<file path="src/rtl/sc_game_status_responder_if.sv">
// rtl/sc_game_status_responder_if.sv - command/flag bundle between game FSM and status responder
interface sc_game_status_responder_if #(
  parameter int LIVES_WIDTH = 3,
  parameter int LEVEL_WIDTH = 3
);
  // Active-low command strobes from the FSM
  logic                   SC_GAMESTATUS_Clear_InLow;
  logic                   SC_GAMESTATUS_ClearLost_InLow;
  logic [1:0]             SC_GAMESTATUS_LifesSignal_InBUS;
  logic                   SC_GAMESTATUS_TransitionCounter1_InLow;
  logic                   SC_GAMESTATUS_TransitionTime_InLow;
  logic                   SC_GAMESTATUS_SpeedClear_InLow;
  // Status values and comparator flags back to the FSM / display
  logic [LIVES_WIDTH-1:0] SC_GAMESTATUS_Lives_OutBUS;
  logic [LEVEL_WIDTH-1:0] SC_GAMESTATUS_Level_OutBUS;
  logic                   SC_GAMESTATUS_LifesComparator_OutLow;
  logic                   SC_GAMESTATUS_WINComparator_OutLow;
  logic                   SC_GAMESTATUS_TransitionTimeComparator_OutLow;
  logic                   SC_GAMESTATUS_Lost_OutHigh;
  logic                   SC_GAMESTATUS_SpeedTick_OutHigh;
  logic                   SC_GAMESTATUS_Error_OutHigh;

  // FSM side: issues commands, reads flags
  modport master (
    output SC_GAMESTATUS_Clear_InLow,
    output SC_GAMESTATUS_ClearLost_InLow,
    output SC_GAMESTATUS_LifesSignal_InBUS,
    output SC_GAMESTATUS_TransitionCounter1_InLow,
    output SC_GAMESTATUS_TransitionTime_InLow,
    output SC_GAMESTATUS_SpeedClear_InLow,
    input  SC_GAMESTATUS_Lives_OutBUS,
    input  SC_GAMESTATUS_Level_OutBUS,
    input  SC_GAMESTATUS_LifesComparator_OutLow,
    input  SC_GAMESTATUS_WINComparator_OutLow,
    input  SC_GAMESTATUS_TransitionTimeComparator_OutLow,
    input  SC_GAMESTATUS_Lost_OutHigh,
    input  SC_GAMESTATUS_SpeedTick_OutHigh,
    input  SC_GAMESTATUS_Error_OutHigh
  );

  // Responder side: consumes commands, produces flags
  modport slave (
    input  SC_GAMESTATUS_Clear_InLow,
    input  SC_GAMESTATUS_ClearLost_InLow,
    input  SC_GAMESTATUS_LifesSignal_InBUS,
    input  SC_GAMESTATUS_TransitionCounter1_InLow,
    input  SC_GAMESTATUS_TransitionTime_InLow,
    input  SC_GAMESTATUS_SpeedClear_InLow,
    output SC_GAMESTATUS_Lives_OutBUS,
    output SC_GAMESTATUS_Level_OutBUS,
    output SC_GAMESTATUS_LifesComparator_OutLow,
    output SC_GAMESTATUS_WINComparator_OutLow,
    output SC_GAMESTATUS_TransitionTimeComparator_OutLow,
    output SC_GAMESTATUS_Lost_OutHigh,
    output SC_GAMESTATUS_SpeedTick_OutHigh,
    output SC_GAMESTATUS_Error_OutHigh
  );
endinterface

</file>
<file path="src/rtl/sc_game_status_responder.sv">
// rtl/sc_game_status_responder.sv - lives/level/timer/speed datapath answering the game FSM
module sc_game_status_responder #(
  parameter int LIVES_INIT   = 3,
  parameter int LIVES_MAX    = 7,
  parameter int LIVES_WIDTH  = 3,
  parameter int LEVEL_MAX    = 4,
  parameter int LEVEL_WIDTH  = 3,
  parameter int TRANS_CYCLES = 50000000,
  parameter int TRANS_WIDTH  = 26,
  parameter int TICK_BASE    = 25000000,
  parameter int TICK_STEP    = 5000000,
  parameter int TICK_WIDTH   = 25
) (
  input  logic SC_STATEMACHINEGAME_CLOCK_50,
  input  logic SC_STATEMACHINEGAME_RESET_InHigh,
  sc_game_status_responder_if.slave bus
);

  localparam logic [LIVES_WIDTH-1:0] LIVES_INIT_V = LIVES_WIDTH'(LIVES_INIT);
  localparam logic [LIVES_WIDTH-1:0] LIVES_MAX_V  = LIVES_WIDTH'(LIVES_MAX);
  localparam logic [LIVES_WIDTH-1:0] LIVES_ONE    = LIVES_WIDTH'(1);
  localparam logic [LEVEL_WIDTH-1:0] LEVEL_MAX_V  = LEVEL_WIDTH'(LEVEL_MAX);
  localparam logic [LEVEL_WIDTH-1:0] LEVEL_ONE    = LEVEL_WIDTH'(1);
  localparam logic [TRANS_WIDTH-1:0] TRANS_LAST   = TRANS_WIDTH'(TRANS_CYCLES - 1);
  localparam logic [TRANS_WIDTH-1:0] TRANS_ONE    = TRANS_WIDTH'(1);
  localparam logic [TICK_WIDTH-1:0]  TICK_ONE     = TICK_WIDTH'(1);

  logic [LIVES_WIDTH-1:0] lives_q, lives_d;
  logic [LEVEL_WIDTH-1:0] level_q, level_d;
  logic [TRANS_WIDTH-1:0] timer_q, timer_d;
  logic [TICK_WIDTH-1:0]  speed_q, speed_d;
  logic                   lost_q, lost_d;
  logic                   error_q, error_d;
  logic [TICK_WIDTH-1:0]  period;
  logic [TICK_WIDTH-1:0]  period_last;

  // Tick period shrinks with the registered level; parameters guarantee it stays positive
  assign period      = TICK_WIDTH'(TICK_BASE) - TICK_WIDTH'(level_q) * TICK_WIDTH'(TICK_STEP);
  assign period_last = period - TICK_ONE;

  // Next-state for every counter; clear overrides all other commands in the same cycle
  always_comb begin
    lives_d = lives_q;
    level_d = level_q;
    timer_d = timer_q;
    speed_d = speed_q;
    lost_d  = lost_q;
    error_d = error_q;
    if (!bus.SC_GAMESTATUS_Clear_InLow) begin
      lives_d = LIVES_INIT_V;
      level_d = '0;
      timer_d = '0;
      speed_d = '0;
      lost_d  = 1'b0;
      error_d = 1'b0;
    end else begin
      // Lives command is level-sensitive: one step per cycle the code is held
      case (bus.SC_GAMESTATUS_LifesSignal_InBUS)
        2'b10:   if (lives_q != '0) lives_d = lives_q - LIVES_ONE;
        2'b01:   if (lives_q != LIVES_MAX_V) lives_d = lives_q + LIVES_ONE;
        2'b00:   error_d = 1'b1;
        default: lives_d = lives_q;
      endcase

      if (!bus.SC_GAMESTATUS_TransitionCounter1_InLow && level_q != LEVEL_MAX_V)
        level_d = level_q + LEVEL_ONE;

      if (!bus.SC_GAMESTATUS_ClearLost_InLow)
        lost_d = 1'b1;

      // Run input high restarts the WAIT timer; low counts up and parks on the last value
      if (bus.SC_GAMESTATUS_TransitionTime_InLow)
        timer_d = '0;
      else if (timer_q != TRANS_LAST)
        timer_d = timer_q + TRANS_ONE;

      // ">=" also catches a count stranded above a freshly shortened period
      if (!bus.SC_GAMESTATUS_SpeedClear_InLow)
        speed_d = '0;
      else if (speed_q >= period_last)
        speed_d = '0;
      else
        speed_d = speed_q + TICK_ONE;
    end
  end

  // State registers with asynchronous active-high reset
  always_ff @(posedge SC_STATEMACHINEGAME_CLOCK_50 or posedge SC_STATEMACHINEGAME_RESET_InHigh) begin
    if (SC_STATEMACHINEGAME_RESET_InHigh) begin
      lives_q <= LIVES_INIT_V;
      level_q <= '0;
      timer_q <= '0;
      speed_q <= '0;
      lost_q  <= 1'b0;
      error_q <= 1'b0;
    end else begin
      lives_q <= lives_d;
      level_q <= level_d;
      timer_q <= timer_d;
      speed_q <= speed_d;
      lost_q  <= lost_d;
      error_q <= error_d;
    end
  end

  assign bus.SC_GAMESTATUS_Lives_OutBUS                    = lives_q;
  assign bus.SC_GAMESTATUS_Level_OutBUS                    = level_q;
  assign bus.SC_GAMESTATUS_LifesComparator_OutLow          = (lives_q != '0);
  assign bus.SC_GAMESTATUS_WINComparator_OutLow            = (level_q != LEVEL_MAX_V);
  assign bus.SC_GAMESTATUS_TransitionTimeComparator_OutLow = (timer_q != TRANS_LAST);
  assign bus.SC_GAMESTATUS_Lost_OutHigh                    = lost_q;
  assign bus.SC_GAMESTATUS_Error_OutHigh                   = error_q;
  // Tick only on an exact hit, and never while the counter is being held or cleared
  assign bus.SC_GAMESTATUS_SpeedTick_OutHigh = bus.SC_GAMESTATUS_Clear_InLow &&
                                               bus.SC_GAMESTATUS_SpeedClear_InLow &&
                                               (speed_q == period_last);

endmodule

</file>
<file path="src/flat_wrapper.sv">
// flat-port wrapper written by rule: the top's interface ports become plain ports
module sc_game_status_responder_flat 
#(
  parameter int LIVES_INIT   = 3,
  parameter int LIVES_MAX    = 7,
  parameter int LIVES_WIDTH  = 3,
  parameter int LEVEL_MAX    = 4,
  parameter int LEVEL_WIDTH  = 3,
  parameter int TRANS_CYCLES = 50000000,
  parameter int TRANS_WIDTH  = 26,
  parameter int TICK_BASE    = 25000000,
  parameter int TICK_STEP    = 5000000,
  parameter int TICK_WIDTH   = 25
)
  (SC_STATEMACHINEGAME_CLOCK_50, SC_STATEMACHINEGAME_RESET_InHigh, bus_SC_GAMESTATUS_Clear_InLow, bus_SC_GAMESTATUS_ClearLost_InLow, bus_SC_GAMESTATUS_LifesSignal_InBUS, bus_SC_GAMESTATUS_TransitionCounter1_InLow, bus_SC_GAMESTATUS_TransitionTime_InLow, bus_SC_GAMESTATUS_SpeedClear_InLow, bus_SC_GAMESTATUS_Lives_OutBUS, bus_SC_GAMESTATUS_Level_OutBUS, bus_SC_GAMESTATUS_LifesComparator_OutLow, bus_SC_GAMESTATUS_WINComparator_OutLow, bus_SC_GAMESTATUS_TransitionTimeComparator_OutLow, bus_SC_GAMESTATUS_Lost_OutHigh, bus_SC_GAMESTATUS_SpeedTick_OutHigh, bus_SC_GAMESTATUS_Error_OutHigh);
  sc_game_status_responder_if #(.LIVES_WIDTH(LIVES_WIDTH), .LEVEL_WIDTH(LEVEL_WIDTH)) bus_i ();
  input  logic SC_STATEMACHINEGAME_CLOCK_50;
  input  logic SC_STATEMACHINEGAME_RESET_InHigh;
  input wire logic [$bits(bus_i.SC_GAMESTATUS_Clear_InLow)-1:0] bus_SC_GAMESTATUS_Clear_InLow;
  input wire logic [$bits(bus_i.SC_GAMESTATUS_ClearLost_InLow)-1:0] bus_SC_GAMESTATUS_ClearLost_InLow;
  input wire logic [$bits(bus_i.SC_GAMESTATUS_LifesSignal_InBUS)-1:0] bus_SC_GAMESTATUS_LifesSignal_InBUS;
  input wire logic [$bits(bus_i.SC_GAMESTATUS_TransitionCounter1_InLow)-1:0] bus_SC_GAMESTATUS_TransitionCounter1_InLow;
  input wire logic [$bits(bus_i.SC_GAMESTATUS_TransitionTime_InLow)-1:0] bus_SC_GAMESTATUS_TransitionTime_InLow;
  input wire logic [$bits(bus_i.SC_GAMESTATUS_SpeedClear_InLow)-1:0] bus_SC_GAMESTATUS_SpeedClear_InLow;
  output wire logic [$bits(bus_i.SC_GAMESTATUS_Lives_OutBUS)-1:0] bus_SC_GAMESTATUS_Lives_OutBUS;
  output wire logic [$bits(bus_i.SC_GAMESTATUS_Level_OutBUS)-1:0] bus_SC_GAMESTATUS_Level_OutBUS;
  output wire logic [$bits(bus_i.SC_GAMESTATUS_LifesComparator_OutLow)-1:0] bus_SC_GAMESTATUS_LifesComparator_OutLow;
  output wire logic [$bits(bus_i.SC_GAMESTATUS_WINComparator_OutLow)-1:0] bus_SC_GAMESTATUS_WINComparator_OutLow;
  output wire logic [$bits(bus_i.SC_GAMESTATUS_TransitionTimeComparator_OutLow)-1:0] bus_SC_GAMESTATUS_TransitionTimeComparator_OutLow;
  output wire logic [$bits(bus_i.SC_GAMESTATUS_Lost_OutHigh)-1:0] bus_SC_GAMESTATUS_Lost_OutHigh;
  output wire logic [$bits(bus_i.SC_GAMESTATUS_SpeedTick_OutHigh)-1:0] bus_SC_GAMESTATUS_SpeedTick_OutHigh;
  output wire logic [$bits(bus_i.SC_GAMESTATUS_Error_OutHigh)-1:0] bus_SC_GAMESTATUS_Error_OutHigh;
  assign bus_i.SC_GAMESTATUS_Clear_InLow = bus_SC_GAMESTATUS_Clear_InLow;
  assign bus_i.SC_GAMESTATUS_ClearLost_InLow = bus_SC_GAMESTATUS_ClearLost_InLow;
  assign bus_i.SC_GAMESTATUS_LifesSignal_InBUS = bus_SC_GAMESTATUS_LifesSignal_InBUS;
  assign bus_i.SC_GAMESTATUS_TransitionCounter1_InLow = bus_SC_GAMESTATUS_TransitionCounter1_InLow;
  assign bus_i.SC_GAMESTATUS_TransitionTime_InLow = bus_SC_GAMESTATUS_TransitionTime_InLow;
  assign bus_i.SC_GAMESTATUS_SpeedClear_InLow = bus_SC_GAMESTATUS_SpeedClear_InLow;
  assign bus_SC_GAMESTATUS_Lives_OutBUS = bus_i.SC_GAMESTATUS_Lives_OutBUS;
  assign bus_SC_GAMESTATUS_Level_OutBUS = bus_i.SC_GAMESTATUS_Level_OutBUS;
  assign bus_SC_GAMESTATUS_LifesComparator_OutLow = bus_i.SC_GAMESTATUS_LifesComparator_OutLow;
  assign bus_SC_GAMESTATUS_WINComparator_OutLow = bus_i.SC_GAMESTATUS_WINComparator_OutLow;
  assign bus_SC_GAMESTATUS_TransitionTimeComparator_OutLow = bus_i.SC_GAMESTATUS_TransitionTimeComparator_OutLow;
  assign bus_SC_GAMESTATUS_Lost_OutHigh = bus_i.SC_GAMESTATUS_Lost_OutHigh;
  assign bus_SC_GAMESTATUS_SpeedTick_OutHigh = bus_i.SC_GAMESTATUS_SpeedTick_OutHigh;
  assign bus_SC_GAMESTATUS_Error_OutHigh = bus_i.SC_GAMESTATUS_Error_OutHigh;
  sc_game_status_responder #(.LIVES_INIT(LIVES_INIT), .LIVES_MAX(LIVES_MAX), .LIVES_WIDTH(LIVES_WIDTH), .LEVEL_MAX(LEVEL_MAX), .LEVEL_WIDTH(LEVEL_WIDTH), .TRANS_CYCLES(TRANS_CYCLES), .TRANS_WIDTH(TRANS_WIDTH), .TICK_BASE(TICK_BASE), .TICK_STEP(TICK_STEP), .TICK_WIDTH(TICK_WIDTH)) u_core (.SC_STATEMACHINEGAME_CLOCK_50(SC_STATEMACHINEGAME_CLOCK_50), .SC_STATEMACHINEGAME_RESET_InHigh(SC_STATEMACHINEGAME_RESET_InHigh), .bus(bus_i));
endmodule
</file>
<file path="config.mk">
export PLATFORM = sky130hd
export DESIGN_NAME = sc_game_status_responder_flat
export DESIGN_NICKNAME = d
export VERILOG_FILES = /design/src/rtl/sc_game_status_responder_if.sv /design/src/rtl/sc_game_status_responder.sv /design/src/flat_wrapper.sv
export SDC_FILE = /design/constraint.sdc
export NUM_CORES = 1
export LEC_CHECK = 0
export BUFFER_PORTS_ARGS = -buffer_cell sky130_fd_sc_hd__buf_2
export CAP_MARGIN = 20
export CORE_MARGIN = 4
export CORE_UTILIZATION = 65
export CTS_CLUSTER_DIAMETER = 60
export DETAILED_ROUTE_END_ITERATION = 10
export GPL_ROUTABILITY_DRIVEN = 0
export PLACE_DENSITY = 0.84
export SLEW_MARGIN = 20
export SYNTH_ARGS = -nofsm -noshare
export SYNTH_HDL_FRONTEND = slang
export SYNTH_SLANG_ARGS = --single-unit
</file>
<file path="constraint.sdc">
create_clock -name SC_STATEMACHINEGAME_CLOCK_50 -period 8 [get_ports SC_STATEMACHINEGAME_CLOCK_50]
set_clock_uncertainty 0.1 [all_clocks]
set_input_delay 0.8 -clock SC_STATEMACHINEGAME_CLOCK_50 [delete_from_list [all_inputs] [get_ports SC_STATEMACHINEGAME_CLOCK_50]]
set_output_delay 0.8 -clock SC_STATEMACHINEGAME_CLOCK_50 [all_outputs]
set_load 0.005 [all_outputs]
</file>
**Word level (Yosys, flattened, before mapping)**

Index checks and enable logic that the tools add are counted.

- $add $sub $neg: 7
- Multiply operators: 1
- $lt $le $gt $ge: 1
- Equality and inequality tests: 13
- Muxes and demuxes: 16
- Reductions and logical operators: 7

Operators by type and width:

| cell | count |
|---|---|
| 26-bit 2-to-1 mux | 3 |
| 25-bit 2-to-1 mux | 3 |
| 26-bit by 1-bit adder with 26-bit output (second input constant) | 1 |
| 26-bit inequality test (second input constant) | 1 |
| 25-bit by 1-bit adder with 25-bit output (second input constant) | 1 |
| 25-bit equality test | 1 |
| 25-bit greater-or-equal comparator | 1 |
| 25-bit by 1-bit subtractor with 25-bit output (second input constant) | 1 |
| 25-bit subtractor (first input constant) | 1 |
| 3-bit by 17-bit multiplier with 19-bit output (second input constant) | 1 |
| 3-bit 2-to-1 mux | 5 |
| 3-bit inequality test (second input constant) | 3 |
| 3-bit by 1-bit adder with 3-bit output (second input constant) | 2 |
| 3-bit by 1-bit inequality test with 1-bit output (second input constant) | 2 |
| 3-bit one-hot mux with 2 select lines | 1 |
| 1-bit 2-to-1 mux | 4 |
| 2-bit by 1-bit inequality test with 1-bit output (second input constant) | 2 |
| 1-bit logical AND | 3 |
| 3-bit by 2-bit inequality test with 1-bit output (second input constant) | 1 |
| 3-bit AND reduction | 1 |
| 3-bit nonzero test | 1 |
| 3-bit by 1-bit subtractor with 3-bit output (second input constant) | 1 |
| 2-bit by 1-bit equality test with 1-bit output (second input constant) | 1 |
| 2-bit equality test (second input constant) | 1 |
| other kinds (3) | 3 |

- Register bits: 59
- Input port bits: 9
- Word-level logic and storage cells: 51

**Depth between registers and ports, before layout**

- Depth after elaboration: 7
- Mapped depth: 21
- Depth with buffers taken out: 17

**Least setup slack after synthesis**

Ideal clock, no wire load.

- Kind: reg-to-output
- Start point: register u_core.level_q[0], in the netlist u_core.bus.SC_GAMESTATUS_Level_OutBUS[0]
- End point: output bus_SC_GAMESTATUS_SpeedTick_OutHigh
- Data arrival time: 4.378 ns
- Required time: 7.100 ns
- Slack: 2.722 ns
- Cell stages (with the launch flop): 17
- Cells stage by stage: dfrtp_1 -> buf_6 -> clkinv_1 -> ha_1 -> ha_1 -> fa_1 -> a221oi_1 -> o31a_1 -> o221ai_1 -> a22oi_2 -> o221ai_2 -> xnor2_1 -> ha_1 -> nand4_1 -> nor4_1 -> nand4_1 -> nor4_1

- Longest elaborated chain between the ends: 5

RTL lines:

| what | RTL line | RTL |
|---|---|---|
| start, declared | sc_game_status_responder.sv:29 | `logic [LEVEL_WIDTH-1:0] level_q, level_d;` |
| start signal, assigned | sc_game_status_responder.sv:98 | `level_q <= level_d;` |
| 3-bit by 17-bit multiplier with 19-bit output | sc_game_status_responder.sv:38 | `assign period = TICK_WIDTH'(TICK_BASE) - TICK_WIDTH'(level_q) * TICK_WIDTH'(TICK_STEP);` |
| 25-bit subtractor | sc_game_status_responder.sv:38 |  |
| 25-bit by 1-bit subtractor with 25-bit output | sc_game_status_responder.sv:39 | `assign period_last = period - TICK_ONE;` |
| 25-bit equality test | sc_game_status_responder.sv:116 | `(speed_q == period_last);` |
| 1-bit logical AND | sc_game_status_responder.sv:115 | `bus.SC_GAMESTATUS_SpeedClear_InLow &&` |
| end, declared | flat_wrapper.sv:31 | `output wire logic [$bits(bus_i.SC_GAMESTATUS_SpeedTick_OutHigh)-1:0] bus_SC_GAMESTATUS_SpeedTick_OutHigh;` |

No other way between the ends.

**Final worst setup path**

Ends and elaborated chain as after synthesis.

==> results <==
- Tracing the worst setup path back leads to its startpoint at u_core.bus.SC_GAMESTATUS_Level_OutBUS[0]$_DFFE_PP0P_.
- From left edge to right edge, the die measures 88.6 um.
- The path category of the worst min-delay check is reg -> reg.
- The share of synthesized flip-flops with an asynchronous set or reset is 100%.
- TritonCTS created 9 clock buffers.
- The type of the worst setup path is reg -> out.
- The number of antenna violations at the first check in global routing is 0.
- Data on the critical path is required at its endpoint by between 7 and 8 ns.
- The count of final max-slew check failures was 0.
- The internal portion of the total power is about 0.55 mW.
- Measured against its own limit, the worst slew margin works out to 37.5%.
- The count of placed standard cells in the final layout, fillers left out is ~560.
- The worst setup path is captured at an output pin.
- TritonCTS built the clock tree.
- Sequential elements use between 30% and 40% of the synthesized area.
- The buffer cell driving the clock tree root is sky130_fd_sc_hd__clkbuf_8.
- The routed wirelength normalized by instance count is about 16 um.
- The first-pass GRT wire length is 15100 um.
- The number of iterations in the first detailed-routing pass is 5.
- The number of global-route vias before repair is about 3300.
- The clock tree buffer depth is 2.
- The primary flip-flop cell chosen by synthesis mapping is sky130_fd_sc_hd__dfrtp_1.
- After layout, the worst path uses slightly above 80% of the clock period.
- In this run, post-CTS repair resized a total of 0 instances.
- The gate count of the mapped netlist is ~460.
- The worst-margin pin slew is between 0.9 and 1 ns.
- The fraction of post-synthesis cell area in the top cell type by area is between 30% and 40%.
- CTS saw between 50 and 60 sinks.
- The data arrival time of the critical path is 5.63 ns.
- By area the synthesized netlist is led by sky130_fd_sc_hd__dfrtp_1 (34%), sky130_fd_sc_hd__ha_1 (9.8%), sky130_fd_sc_hd__xor2_1 (7.3%).
- The final count of negative-setup-slack endpoints is 0.
- The fraction of layout instances using a drive strength above 1 is about 12%.
- The synthesized design spends more area on one cell type than any other, namely sky130_fd_sc_hd__dfrtp_1.
- The die extent in y is 88.6 um.
- The hold violation count in the final report is 0.
- The initial standard-cell utilization of the core is ~67%.
- The clock latency at the later pin of the worst-skew pair is about 0.35 ns.
- In this run the cell area of the synthesized design comes to 4220 um^2.
- The startpoint identified for the worst register-to-register timing path is u_core.bus.SC_GAMESTATUS_Level_OutBUS[0]$_DFFE_PP0P_.
- After floorplanning, the core was sized to cover ~6300 um^2.
- Global routing used about a quarter of the available tracks across all layers.
- Once the clock tree was built, the setup fixing pass inserted 0 buffers.
- For this design the static power due to leakage is approximately 2.0 nW.
- The total die area is 7850 um^2.
- In this run the remaining antenna-violating nets after routing total 0.
- The overall overflow remaining after global route is 0.
- The relative contribution of the clock network to total power is about 42%.
- Of all nets on the critical path, the largest fanout is 16.
- Synthesis inferred slightly below 60 register bits.
- Once placement completed, the tool counted placed cells totaling roughly 540.
- The highest clock rate is around 150 MHz.
- The worst setup path is launched from a flop.
- The total inserted antenna cells is 0.
- For this design the top-level I/O count stands at 21.
- The count of vias placed by the detailed router is 3419.
- Setup repair after global routing left no endpoint under its margin.
- The flow ran to the end, and the final reports show no timing, DRC or antenna violations.
- The total of warnings raised by yosys is 0.
- The number of different library cells used by synthesis comes to 64.
- The worst path needs about 6.5 ns of the cycle, external delays included.
- For this run, the post-layout net count is around 520.
- The net count after synthesis is a little over 500.
- After clock tree synthesis, the clock-pin slew on the worst setup and hold paths is 0.07 ns.
- The count of hold-fix buffers inserted at cts is 0.
- Of the total power, combinational logic draws between 15 and 20%.
- The number of max-cap violations is 0.
- From synthesis to final layout, the design area changed by 7.89%.
- Of the total power, registers draw 42.0%.
- The total detailed-routing wirelength is approximately 9000 um.
- Entering global routing, the biggest net connects 60 pins.
- The final-layout fill cell count is 466.
- The HPWL after detailed placement is roughly 6300 um.
- For the final routed database, the setup TNS stands at 0 ns.
- For this run, design rule violations remaining after detail routing come to 0.
- The number of buffer cells added on primary ports is 20.
- The total power per unit cell area is between 150 and 200 nW/um^2.
- The first routing iteration left 251 violations.
- In this run the number of H-tree levels came out at 3.
- In this run, synthesis inferred 0 flip-flops with an integrated enable.
- The floorplan has 29 rows.
- The startpoint identified for the worst hold timing path is u_core.speed_q[0]$_DFF_PP0_.
- The minimum hold slack is 0.363 ns.
- The maximum VDD drop is around 0.14 mV.
- Dividing the detail-routed via count by the number of cells gives between 6 and 7.
- The proportion of total power due to net switching is ~28%.
- For this design the total switching power over the nets is 0.210 mW.
- In this run the mean area of a mapped cell was between 9 and 10 um^2.
final cells by class:
type / count / area, um^2 / area share, %
Clock buffer: 11 / 151 / 3.33
Clock inverter: 5 / 85.1 / 1.87
Inverter: 15 / 56.3 / 1.24
Multi-Input combinational cell: 371 / 2580 / 56.6
Sequential cell: 59 / 1480 / 32.5
Tap cell: 77 / 96.3 / 2.12
Timing Repair Buffer: 21 / 108 / 2.36
state kept, by name (all words and copies together), names as in the netlist:
name	count
u_core.speed_q	25
u_core.bus.SC_GAMESTATUS_Lives_OutBUS	3
u_core.bus.SC_GAMESTATUS_Level_OutBUS	3
u_core.bus.SC_GAMESTATUS_Lost_OutHigh	1
u_core.bus.SC_GAMESTATUS_Error_OutHigh	1
u_core.timer_q	26
synth_stat cells, types with 2 or more instances:
cell,number
sky130_fd_sc_hd__o221ai_1,2
sky130_fd_sc_hd__or3_1,7
sky130_fd_sc_hd__o31ai_1,2
sky130_fd_sc_hd__and4_1,4
sky130_fd_sc_hd__o21ai_1,3
sky130_fd_sc_hd__o221ai_2,3
sky130_fd_sc_hd__dfrtp_1,57
sky130_fd_sc_hd__o21a_1,2
sky130_fd_sc_hd__and3b_1,2
sky130_fd_sc_hd__o31a_1,2
sky130_fd_sc_hd__nand3_1,20
sky130_fd_sc_hd__inv_1,14
sky130_fd_sc_hd__clkbuf_1,7
sky130_fd_sc_hd__dfstp_2,2
sky130_fd_sc_hd__a21oi_1,19
sky130_fd_sc_hd__nor3_1,10
sky130_fd_sc_hd__xnor2_1,29
sky130_fd_sc_hd__nand4_1,16
sky130_fd_sc_hd__ha_1,33
sky130_fd_sc_hd__buf_4,2
sky130_fd_sc_hd__fa_1,2
sky130_fd_sc_hd__nand2b_1,3
sky130_fd_sc_hd__a21o_1,3
sky130_fd_sc_hd__buf_6,5
sky130_fd_sc_hd__nor4b_2,2
sky130_fd_sc_hd__nand2_1,37
sky130_fd_sc_hd__a211oi_1,2
sky130_fd_sc_hd__nor4_1,4
sky130_fd_sc_hd__and3_1,10
sky130_fd_sc_hd__nor4b_1,2
sky130_fd_sc_hd__mux2i_1,2
sky130_fd_sc_hd__nor2_1,67
sky130_fd_sc_hd__a31oi_1,4
sky130_fd_sc_hd__o21ai_0,11
sky130_fd_sc_hd__xor2_1,35
sky130_fd_sc_hd__nor2b_1,3
sky130_fd_sc_hd__nor4_2,3
sky130_fd_sc_hd__and2_1,4
through the flow:
stage | power, mW | util (%) | cell area, um^2 | worst slack, ns
finish | 0.756 | 72.1 | 4550 | 1.47
global route | 0.792 | 72.1 | 4550 | 0.922
floorplan | 0.413 | - | 4220 | 2.72
detailed placement | 0.440 | 68.4 | 4320 | 2.00
CTS | 0.758 | 72.1 | 4550 | 1.53
global placement | 0.436 | 68.4 | 4320 | 2.14
worst max-delay path, stage by stage, from the launching register on:
cell and delay [ns]:
sky130_fd_sc_hd__dfrtp_1 0.66, sky130_fd_sc_hd__clkinv_1 0.40, sky130_fd_sc_hd__ha_1 0.51, sky130_fd_sc_hd__ha_1 0.27
sky130_fd_sc_hd__fa_1 0.47, sky130_fd_sc_hd__a221oi_1 0.50, sky130_fd_sc_hd__o31a_1 0.27, sky130_fd_sc_hd__o221ai_2 0.15
sky130_fd_sc_hd__o41ai_1 0.42, sky130_fd_sc_hd__xor2_1 0.15, sky130_fd_sc_hd__ha_1 0.32, sky130_fd_sc_hd__nand4_1 0.20
sky130_fd_sc_hd__nor4_1 0.32, sky130_fd_sc_hd__nand4_1 0.13, sky130_fd_sc_hd__nor4_1 0.31, sky130_fd_sc_hd__buf_2 0.17
worst paths after layout:
| path | end | slack [ns] | depth (start not counted) |
|---|---|---|---|
| setup reg to reg | u_core.speed_q[4]$_DFF_PP0_ | 2.01 | 16 |
| hold / removal | u_core.speed_q[0]$_DFF_PP0_ | 0.36 | 1 |
| max in group asynchronous | u_core.timer_q[19]$_DFFE_PP0P_ | 6.77 | 3 |
| hold reg to reg | u_core.speed_q[0]$_DFF_PP0_ | 0.36 | 1 |
| min in group asynchronous | u_core.speed_q[1]$_DFF_PP0_ | 0.55 | 3 |
| setup / recovery | bus_SC_GAMESTATUS_SpeedTick_OutHigh | 1.47 | 15 |
power by group through the flow:
stage / clock [mW] / sequential, mW / combinational, mW
after floorplan: 0 / 0.320 / 0.0932
after global placement: 0 / 0.322 / 0.114
after detailed placement: 0 / 0.323 / 0.117
after CTS: 0.322 / 0.317 / 0.118
after global routing: 0.340 / 0.319 / 0.134
final: 0.321 / 0.317 / 0.118
layer usage:
layer  vias to the layer above  GRT usage (%)  part of all wire [%]
met3                        23           4.28                   5.5
met1                      1615           32.7                    45
met4                         0           10.9                   1.9
met2                       120           39.6                    48
li1                       1661              -                     -
met5                         -              0                     0
cells by family after synthesis:
family | share of synthesized area [%]
and+or+nand+nor | 25.1
AOI/OAI and AO/OA | 11.1
xor gates and xnor gates | 13.7
DFF | 35.0
adders and majority gates | 10.7
buffers and inverters | 3.88
muxes | 0.474
layout by cell type (no fill, tap or decap), types with 4 or more instances in the layout:
master	n
sky130_fd_sc_hd__nor2_1	67
sky130_fd_sc_hd__dfrtp_1	57
sky130_fd_sc_hd__nand2_1	37
sky130_fd_sc_hd__xor2_1	35
sky130_fd_sc_hd__ha_1	33
sky130_fd_sc_hd__xnor2_1	29
sky130_fd_sc_hd__nand3_1	20
sky130_fd_sc_hd__buf_2	20
sky130_fd_sc_hd__a21oi_1	19
sky130_fd_sc_hd__nand4_1	16
sky130_fd_sc_hd__inv_1	13
sky130_fd_sc_hd__o21ai_0	11
sky130_fd_sc_hd__clkbuf_8	11
sky130_fd_sc_hd__and3_1	10
sky130_fd_sc_hd__nor3_1	10
sky130_fd_sc_hd__or3_1	7
sky130_fd_sc_hd__and4_1	4
sky130_fd_sc_hd__and2_1	4
sky130_fd_sc_hd__a31oi_1	4
sky130_fd_sc_hd__nor4_1	4
Note: power is estimated with default switching activity, not from simulation.
